$ cat src/rtl/cpu_pkg.sv
// Shared definitions for the MIPS core front end: fetch FSM states, NOP encoding,
// stop opcode and the address width.
package cpu_pkg;

  localparam int unsigned ADDR_W = 32;

  localparam logic [31:0] NOP_INST    = 32'h0000_0000;
  localparam logic [5:0]  STOP_OPCODE = 6'b111111;

  typedef enum logic [1:0] {
    RUN   = 2'd0,
    DRAIN = 2'd1,
    HALT  = 2'd2
  } fetch_state_t;

endpackage

$ cat src/rtl/fetch_unit_if.sv
// Fetch <-> decode / instruction-memory signal bundle.
// The slave modport is the fetch unit; the master modport is decode + imem.
// Optional FETCH_PERF_EN adds the perf_cycles / perf_stalls counters.
interface fetch_unit_if;
  import cpu_pkg::*;

  logic              stall;
  logic              d_rst;
  logic              pc_jump;
  logic              pc_jr;
  logic              pc_branch;
  logic [25:0]       jump_index;
  logic [ADDR_W-1:0] jr_target;
  logic [31:0]       branch_offset;
  logic              is_display;
  logic [31:0]       inst_rdata;
  logic [ADDR_W-1:0] imem_addr;
  logic [31:0]       d_inst;
  logic [ADDR_W-1:0] d_pc_plus4;
  logic              d_valid;
  logic              halted;
`ifdef FETCH_PERF_EN
  logic [31:0]       perf_cycles;
  logic [31:0]       perf_stalls;
`endif

  modport master (
`ifdef FETCH_PERF_EN
    input  perf_cycles,
    input  perf_stalls,
`endif
    output stall,
    output d_rst,
    output pc_jump,
    output pc_jr,
    output pc_branch,
    output jump_index,
    output jr_target,
    output branch_offset,
    output is_display,
    output inst_rdata,
    input  imem_addr,
    input  d_inst,
    input  d_pc_plus4,
    input  d_valid,
    input  halted
  );

  modport slave (
`ifdef FETCH_PERF_EN
    output perf_cycles,
    output perf_stalls,
`endif
    input  stall,
    input  d_rst,
    input  pc_jump,
    input  pc_jr,
    input  pc_branch,
    input  jump_index,
    input  jr_target,
    input  branch_offset,
    input  is_display,
    input  inst_rdata,
    output imem_addr,
    output d_inst,
    output d_pc_plus4,
    output d_valid,
    output halted
  );

endinterface

$ cat src/rtl/fetch_unit_next_pc_sel.sv
// Redirect target computation for the fetch stage.
// Priority jr > branch > jump; branch/jump are relative to the PC+4 held in IF/ID.
module next_pc_sel
  import cpu_pkg::*;
(
  input  logic              i_pc_jump,
  input  logic              i_pc_jr,
  input  logic              i_pc_branch,
  input  logic [25:0]       i_jump_index,
  input  logic [ADDR_W-1:0] i_jr_target,
  input  logic [31:0]       i_branch_offset,
  input  logic [ADDR_W-1:0] i_d_pc_plus4,
  output logic              o_redirect,
  output logic [ADDR_W-1:0] o_target
);

  logic [ADDR_W-1:0] w_branch_target;
  logic [ADDR_W-1:0] w_jump_target;

  assign w_branch_target = i_d_pc_plus4 + (i_branch_offset << 2);
  assign w_jump_target   = {i_d_pc_plus4[31:28], i_jump_index, 2'b00};

  // Select the highest-priority redirect target.
  always_comb begin
    o_redirect = i_pc_jr | i_pc_branch | i_pc_jump;
    o_target   = '0;
    if (i_pc_jr) begin
      o_target = i_jr_target;
    end else if (i_pc_branch) begin
      o_target = w_branch_target;
    end else if (i_pc_jump) begin
      o_target = w_jump_target;
    end
  end

endmodule

$ cat src/rtl/fetch_unit.sv
// Instruction fetch stage + IF/ID register with halt/drain sequencing.
// Owns the PC; applies decode redirects one cycle after decode; on the stop
// opcode drains for DRAIN_CYCLES cycles then raises halted until reset.
// Optional feature macro: FETCH_PERF_EN (perf_cycles / perf_stalls counters).
module fetch_unit
  import cpu_pkg::*;
#(
  parameter logic [ADDR_W-1:0] RESET_PC     = 32'h0000_0000,
  parameter int unsigned       DRAIN_CYCLES = 4
) (
  input  logic         clk,
  input  logic         rst,
  fetch_unit_if.slave  bus
);

  localparam int unsigned CNT_W = (DRAIN_CYCLES > 1) ? $clog2(DRAIN_CYCLES) : 1;
  localparam logic [CNT_W-1:0] CNT_LAST = CNT_W'(DRAIN_CYCLES - 1);

  fetch_state_t      r_state, w_state_nxt;
  logic [ADDR_W-1:0] r_pc, w_pc_nxt;
  logic [31:0]       r_inst, w_inst_nxt;
  logic [ADDR_W-1:0] r_pc4, w_pc4_nxt;
  logic              r_valid, w_valid_nxt;
  logic [CNT_W-1:0]  r_cnt, w_cnt_nxt;

  logic [ADDR_W-1:0] w_pc_plus4;
  logic              w_redirect;
  logic [ADDR_W-1:0] w_target;

  assign w_pc_plus4 = r_pc + 32'd4;

  next_pc_sel u_next_pc_sel (
    .i_pc_jump       (bus.pc_jump),
    .i_pc_jr         (bus.pc_jr),
    .i_pc_branch     (bus.pc_branch),
    .i_jump_index    (bus.jump_index),
    .i_jr_target     (bus.jr_target),
    .i_branch_offset (bus.branch_offset),
    .i_d_pc_plus4    (r_pc4),
    .o_redirect      (w_redirect),
    .o_target        (w_target)
  );

  // Next-state, next-PC and IF/ID contents; everything holds by default.
  // A redirect without d_rst still latches the fetched slot; d_rst alone
  // kills it while the PC keeps advancing sequentially.
  always_comb begin
    w_state_nxt = r_state;
    w_pc_nxt    = r_pc;
    w_inst_nxt  = r_inst;
    w_pc4_nxt   = r_pc4;
    w_valid_nxt = r_valid;
    w_cnt_nxt   = r_cnt;
    case (r_state)
      RUN: begin
        if (!bus.stall) begin
          if (bus.is_display) begin
            w_state_nxt = DRAIN;
            w_cnt_nxt   = '0;
            w_inst_nxt  = NOP_INST;
            w_valid_nxt = 1'b0;
          end else begin
            w_pc_nxt = w_redirect ? w_target : w_pc_plus4;
            if (bus.d_rst) begin
              w_inst_nxt  = NOP_INST;
              w_valid_nxt = 1'b0;
            end else begin
              w_inst_nxt  = bus.inst_rdata;
              w_pc4_nxt   = w_pc_plus4;
              w_valid_nxt = 1'b1;
            end
          end
        end
      end
      DRAIN: begin
        w_cnt_nxt = r_cnt + 1'b1;
        if (r_cnt == CNT_LAST) begin
          w_state_nxt = HALT;
        end
      end
      HALT: begin
        w_state_nxt = HALT;
      end
      default: begin
        w_state_nxt = RUN;
      end
    endcase
  end

  // State, PC and IF/ID registers.
  always_ff @(posedge clk) begin
    if (rst) begin
      r_state <= RUN;
      r_pc    <= RESET_PC;
      r_inst  <= NOP_INST;
      r_pc4   <= '0;
      r_valid <= 1'b0;
      r_cnt   <= '0;
    end else begin
      r_state <= w_state_nxt;
      r_pc    <= w_pc_nxt;
      r_inst  <= w_inst_nxt;
      r_pc4   <= w_pc4_nxt;
      r_valid <= w_valid_nxt;
      r_cnt   <= w_cnt_nxt;
    end
  end

  assign bus.imem_addr  = r_pc;
  assign bus.d_inst     = r_inst;
  assign bus.d_pc_plus4 = r_pc4;
  assign bus.d_valid    = r_valid;
  assign bus.halted     = (r_state == HALT);

`ifdef FETCH_PERF_EN
  logic [31:0] r_perf_cycles;
  logic [31:0] r_perf_stalls;

  // Saturating activity counters; both freeze once halted.
  always_ff @(posedge clk) begin
    if (rst) begin
      r_perf_cycles <= '0;
      r_perf_stalls <= '0;
    end else begin
      if ((r_state != HALT) && (r_perf_cycles != '1)) begin
        r_perf_cycles <= r_perf_cycles + 32'd1;
      end
      if ((r_state == RUN) && bus.stall && (r_perf_stalls != '1)) begin
        r_perf_stalls <= r_perf_stalls + 32'd1;
      end
    end
  end

  assign bus.perf_cycles = r_perf_cycles;
  assign bus.perf_stalls = r_perf_stalls;
`endif

endmodule

$ cat src/flat_wrapper.sv
// flat-port wrapper written by rule: the top's interface ports become plain ports
module fetch_unit_flat import cpu_pkg::*;
#(
  parameter logic [ADDR_W-1:0] RESET_PC     = 32'h0000_0000,
  parameter int unsigned       DRAIN_CYCLES = 4
)
  (clk, rst, bus_stall, bus_d_rst, bus_pc_jump, bus_pc_jr, bus_pc_branch, bus_jump_index, bus_jr_target, bus_branch_offset, bus_is_display, bus_inst_rdata, bus_imem_addr, bus_d_inst, bus_d_pc_plus4, bus_d_valid, bus_halted);
  fetch_unit_if bus_i ();
  input  logic clk;
  input  logic rst;
  input wire logic [$bits(bus_i.stall)-1:0] bus_stall;
  input wire logic [$bits(bus_i.d_rst)-1:0] bus_d_rst;
  input wire logic [$bits(bus_i.pc_jump)-1:0] bus_pc_jump;
  input wire logic [$bits(bus_i.pc_jr)-1:0] bus_pc_jr;
  input wire logic [$bits(bus_i.pc_branch)-1:0] bus_pc_branch;
  input wire logic [$bits(bus_i.jump_index)-1:0] bus_jump_index;
  input wire logic [$bits(bus_i.jr_target)-1:0] bus_jr_target;
  input wire logic [$bits(bus_i.branch_offset)-1:0] bus_branch_offset;
  input wire logic [$bits(bus_i.is_display)-1:0] bus_is_display;
  input wire logic [$bits(bus_i.inst_rdata)-1:0] bus_inst_rdata;
  output wire logic [$bits(bus_i.imem_addr)-1:0] bus_imem_addr;
  output wire logic [$bits(bus_i.d_inst)-1:0] bus_d_inst;
  output wire logic [$bits(bus_i.d_pc_plus4)-1:0] bus_d_pc_plus4;
  output wire logic [$bits(bus_i.d_valid)-1:0] bus_d_valid;
  output wire logic [$bits(bus_i.halted)-1:0] bus_halted;
  assign bus_i.stall = bus_stall;
  assign bus_i.d_rst = bus_d_rst;
  assign bus_i.pc_jump = bus_pc_jump;
  assign bus_i.pc_jr = bus_pc_jr;
  assign bus_i.pc_branch = bus_pc_branch;
  assign bus_i.jump_index = bus_jump_index;
  assign bus_i.jr_target = bus_jr_target;
  assign bus_i.branch_offset = bus_branch_offset;
  assign bus_i.is_display = bus_is_display;
  assign bus_i.inst_rdata = bus_inst_rdata;
  assign bus_imem_addr = bus_i.imem_addr;
  assign bus_d_inst = bus_i.d_inst;
  assign bus_d_pc_plus4 = bus_i.d_pc_plus4;
  assign bus_d_valid = bus_i.d_valid;
  assign bus_halted = bus_i.halted;
  fetch_unit #(.RESET_PC(RESET_PC), .DRAIN_CYCLES(DRAIN_CYCLES)) u_core (.clk(clk), .rst(rst), .bus(bus_i));
endmodule
$ cat config.mk
export PLATFORM = sky130hd
export DESIGN_NAME = fetch_unit_flat
export DESIGN_NICKNAME = d
export VERILOG_FILES = /design/src/rtl/cpu_pkg.sv /design/src/rtl/fetch_unit_if.sv /design/src/rtl/fetch_unit_next_pc_sel.sv /design/src/rtl/fetch_unit.sv /design/src/flat_wrapper.sv
export SDC_FILE = /design/constraint.sdc
export NUM_CORES = 1
export LEC_CHECK = 0
export ABC_CLOCK_PERIOD_IN_PS = 4000
export CAP_MARGIN = 10
export CORE_ASPECT_RATIO = 1.1
export CORE_MARGIN = 5
export CORE_UTILIZATION = 47
export CTS_BUF_LIST = sky130_fd_sc_hd__clkbuf_4 sky130_fd_sc_hd__clkbuf_8
export DETAILED_ROUTE_END_ITERATION = 7
export PLACE_DENSITY = 0.84
export SYNTH_ARGS = -nofsm -noshare
export SYNTH_HDL_FRONTEND = slang
export SYNTH_SLANG_ARGS = --single-unit
$ cat constraint.sdc
create_clock -name clk -period 4 [get_ports clk]
set_clock_uncertainty 0.2 [all_clocks]
set_input_delay 1.2 -clock clk [delete_from_list [all_inputs] [get_ports clk]]
set_output_delay 1.2 -clock clk [all_outputs]
set_load 0.03 [all_outputs]
==> impl_summary.txt <==
----------------------------------------------------
[Run status]
  Run status ... completed

[Clock network]
  Later-pin clock latency in the skew report ... around 0.4 ns
  Root Buffer ... sky130_fd_sc_hd__clkbuf_8
  Deepest level of the CTS H-tree ... 3
  CTS Hold Bufs ... 0
  CTS tree ... yes
  Sink count of the clock tree ... slightly above 100
  Total clock buffers created by CTS ... 9
  CTS max path bufs ... 2
  CTS clk-pin slew, worst paths ... ~0.11 ns

[Floorplanning]
  Total number of placement rows ... 45
  Die extent in x ... 122 um
  Number of placed I/O pins ... 228
  Initial standard-cell utilization of the core ... 0.475
  Y dimension of the die ... roughly 130 um
  Core Area ... ~14000 um2
  Total die area ... 16300 um2

[Logic synthesis]
  Combinational family with the most area after synthesis ... compound AO/OA/AOI/OAI gates
  Post-Synth Simple-Gate Area ... 0.197
  Yosys warning count ... 0
  Net count of the mapped netlist ... around 1000
  Number of synthesized flops with an enable pin ... 0
  Post-synth top area share ... 0.311
  Synth top area cells ... sky130_fd_sc_hd__dfxtp_1 (31%), sky130_fd_sc_hd__nor2_1 (7.4%), sky130_fd_sc_hd__ha_1 (6.5%), sky130_fd_sc_hd__a21oi_1 (4.6%), sky130_fd_sc_hd__a22oi_1 (4.6%)
  Post-Syn Area per Cell ... about 8 um2
  Register bit count reported by yosys ... around 100
  Library cell occupying the most area in the post-synthesis netlist ... sky130_fd_sc_hd__dfxtp_1
  Main flop type after synthesis ... sky130_fd_sc_hd__dfxtp_1
  Number of instances in the synthesized netlist ... approximately 840
  Post-synthesis instance area ... about 6500 um2
  Post-synthesis async set-or-reset flop share ... 0
  Synth Area in XOR/XNOR ... 0.0633
  Fraction of the mapped netlist area in adder cells ... 0.0685
  Area fraction in compound gates after synthesis ... 0.302
  Cell variety after synth ... 66
  Fraction of the yosys area taken by sequential cells ... 0.311
  Mux share of post-synthesis cell area ... 0.00924

[Placed design]
  Number of buffer cells added on primary ports ... about 230
  Post-DP Area ... between 9000 and 10000 um2
  Half-perimeter wire length of the detailed placement result ... ~18000 um
  Final RePlAce weighted congestion ... 1.01

[Setup path]
  Register-to-register path setup slack ... 0.95 ns
  Critical-path cell list ... clkdlybuf4s50_1, ha_1, buf_4, o21ai_0, o21ai_1, nand4_1, buf_4, o211ai_1, nand3_1, a311o_1, a211oi_1
  CP Max Fanout ... 4
  Worst reg2reg path depth ... 10
  Most Frequent Cell on Critical Path ... sky130_fd_sc_hd__buf_4
  Startpoint types ... input pin
  Critical path capture point type ... flop
  Type of the worst setup path ... input pin to flop
  Slowest stage cell, crit path ... sky130_fd_sc_hd__clkdlybuf4s50_1
  Delay of the slowest cell on the worst path ... 0.41 ns
  WP data required ... 4.08 ns
  Data arrival time of the critical path ... approximately 4 ns
  Reg2reg start ... u_core.bus.d_pc_plus4[4]
  Reg-to-reg critical path endpoint ... u_core.bus.imem_addr[29]

[STA]
  Worst-margin pin slew ... approximately 0.73 ns
  Unrepaired setup endpoints after global routing ... no
  Number of hold violations in the final report ... 0
  Final period demand of the worst path ... 3.91 ns
  Final setup violating endpoints ... 0
  Max Freq ... approximately 260 MHz
  Remaining max-slew budget at the tightest pin ... 0.506
  Final count of pins violating max slew ... 0
  Final worst path period share ... 0.978

[GRT]
  GRT Max-Usage Layer ... met2
  Met1 global-route usage ... 0.342
  Overflow left after global routing ... 0
  Initial antenna violation count ... 1
  Met2 capacity usage during global routing ... 0.487
  First-pass GRT wire length ... about 38000 um
  GRT met3 Usage ... 0.0862
  Largest net degree at the start of global routing ... between 60 and 70
  Total routing resource utilization after global routing ... 0.291
  Number of global-route vias before repair ... around 7400

[Drt]
  Drt initial violations ... approximately 800
  Total via count after detailed routing ... about 7500
  Final routed DRC violation total ... 0
  Vias per cell ... between 5 and 6
  Number of iterations in the first detailed-routing pass ... 6
  Detailed Route WL ... between 20000 and 25000 um
  Detail-routed net length per standard cell ... 18.9 um
  Residual antenna-violating net count after detailed routing ... 0

[Final layout]
  Antenna Diode Count ... 0
  Total of fill cells in the finished design ... about 1100
  Ratio of cells with drive above 1 in the final layout ... 0.102
  Final net count ... 1250
  Multi-input gate area ... roughly 4200 um2
  Post-layout instance area ... 9570 um2
  Synthesis-to-layout area growth ... 47.2%
  Area occupied by registers ... approximately 2000 um2

[Worst hold path]
  Cell count of the worst hold path ... 2
  Hold_sp ... u_core.bus.d_pc_plus4[1]
  Kind of path behind the tightest hold check ... flop to flop
  Hold worst-path end ... u_core.bus.d_pc_plus4[1]

[Power]
  P per Cell Area ... between 300 and 400 nW/um2
  Power, Total ... approximately 0.0036 W
  Max VDD drop ... 0.000265 V
  Leakage power summed over all cells ... 3.64 nW

[Flow run]
  Number of max-cap violations ... 0

----------------------------------------------------
## sequential cells by signal, summed over array words and instances, names as in the netlist
signal,cells
u_core.bus.imem_addr,32
u_core.r_cnt,2
u_core.bus.d_valid,1
u_core.r_state,2
u_core.bus.d_pc_plus4,32
u_core.bus.d_inst,32
## layer usage
metal	wire length (um)	vias to the layer above
li1	-	3577
met5	13	-
met4	906	2
met3	2540	78
met2	11400	395
met1	9280	3496
## metrics by stage
step | util | std cells | TNS, ns | hold WS [ns] | setup slack [ns]
floorplan | - | 836 | 0 | 0.246 | 0.359
global placement | 0.681 | 1262 | -3.18 | 0.268 | -0.485
detailed placement | 0.681 | 1262 | -3.97 | 0.279 | -0.570
CTS | 0.699 | 1278 | 0 | 0.293 | 0.0724
global route | 0.699 | 1278 | 0 | 0.314 | 0.00178
finish | 0.699 | 1278 | 0 | 0.294 | 0.0894
## logic make-up after synthesis
kind of cell               after synthesis
and+or+nand+nor                        277
xor gates and xnor gates                47
DFF                                    101
buffers and inverters                   82
AOI/OAI and AO/OA                      288
muxes                                    6
adders and majority gates               35
## worst max-delay path, delay by kind of cell
kind,cells,cell delay (ns)
adder cells (fa/ha/maj),1,0.31
AO/OA/AOI/OAI,5,1.38
AND/OR/NAND/NOR,2,0.39
buffers and inverters,3,0.72
## report_power, final
part | switching [W] | leakage, nW | internal (W)
Combinational | 0.000857 | 2.71 | 0.000678
Sequential | 0.000130 | 0.822 | 0.00112
Clock | 0.000399 | 0.110 | 0.000374
Total | 0.00139 | 3.64 | 0.00217
## cell type report
| type | instances | share of cell area |
|---|---|---|
| Clock buffer | 10 | 0.0144 |
| Clock inverter | 6 | 0.00967 |
| Inverter | 23 | 0.00902 |
| Multi-Input combinational cell | 653 | 0.439 |
| Sequential cell | 101 | 0.211 |
| Tap cell | 188 | 0.0246 |
| Timing Repair Buffer | 297 | 0.292 |
## cells in the final DEF, fill, tap and decap left out, types with 6 or more instances in the layout
| cell type | count |
|---|---|
| sky130_fd_sc_hd__inv_1 | 23 |
| sky130_fd_sc_hd__nor2_1 | 127 |
| sky130_fd_sc_hd__dfxtp_1 | 101 |
| sky130_fd_sc_hd__a211oi_1 | 37 |
| sky130_fd_sc_hd__nor3_1 | 20 |
| sky130_fd_sc_hd__clkdlybuf4s50_1 | 223 |
| sky130_fd_sc_hd__nand2_1 | 49 |
| sky130_fd_sc_hd__ha_1 | 34 |
| sky130_fd_sc_hd__clkbuf_8 | 10 |
| sky130_fd_sc_hd__a31oi_1 | 8 |
| sky130_fd_sc_hd__o221ai_1 | 6 |
| sky130_fd_sc_hd__o22ai_1 | 6 |
| sky130_fd_sc_hd__xor2_1 | 17 |
| sky130_fd_sc_hd__o21ai_0 | 47 |
| sky130_fd_sc_hd__nand3_1 | 15 |
| sky130_fd_sc_hd__buf_4 | 72 |
| sky130_fd_sc_hd__a22oi_1 | 40 |
| sky130_fd_sc_hd__mux2i_1 | 6 |
| sky130_fd_sc_hd__a21o_1 | 13 |
| sky130_fd_sc_hd__a221o_1 | 8 |
| sky130_fd_sc_hd__a21oi_1 | 60 |
| sky130_fd_sc_hd__nand4_1 | 11 |
| sky130_fd_sc_hd__a221oi_1 | 15 |
| sky130_fd_sc_hd__and3_1 | 12 |
| sky130_fd_sc_hd__xnor2_1 | 30 |
## how the worst max path moves through the flow
stage / from / end / slack [ns]
detailed placement: bus_branch_offset[0] / u_core.bus.imem_addr[30] / -0.57
global route: bus_branch_offset[2] / u_core.bus.imem_addr[29] / 0.002
global placement: bus_branch_offset[0] / u_core.bus.imem_addr[30] / -0.48
finish: bus_branch_offset[2] / u_core.bus.imem_addr[29] / 0.09
CTS: bus_branch_offset[0] / u_core.bus.imem_addr[24] / 0.07
floorplan: bus_branch_offset[0] / u_core.bus.imem_addr[26] / 0.36
## what timing repair did
| item | in CTS | in global routing |
|---|---|---|
| hold endpoints to repair | 0 | 0 |
| gates resized for setup | 3 | 2 |
| setup endpoints to repair | 4 | 8 |
| setup buffers | 0 | 0 |
| cloned | 0 | 0 |
## cell usage after synthesis (all sizes together) (17+ instances only)
master and number:
ha 34, nor2 131, inv 23, xnor2 30, a21oi 60, a211oi 38
clkbuf 52, dfxtp 101, a22oi 40, nor3 23, nand3 17, nand2 49
o21ai 50, xor2 17
(Power assumes the default switching activity.)
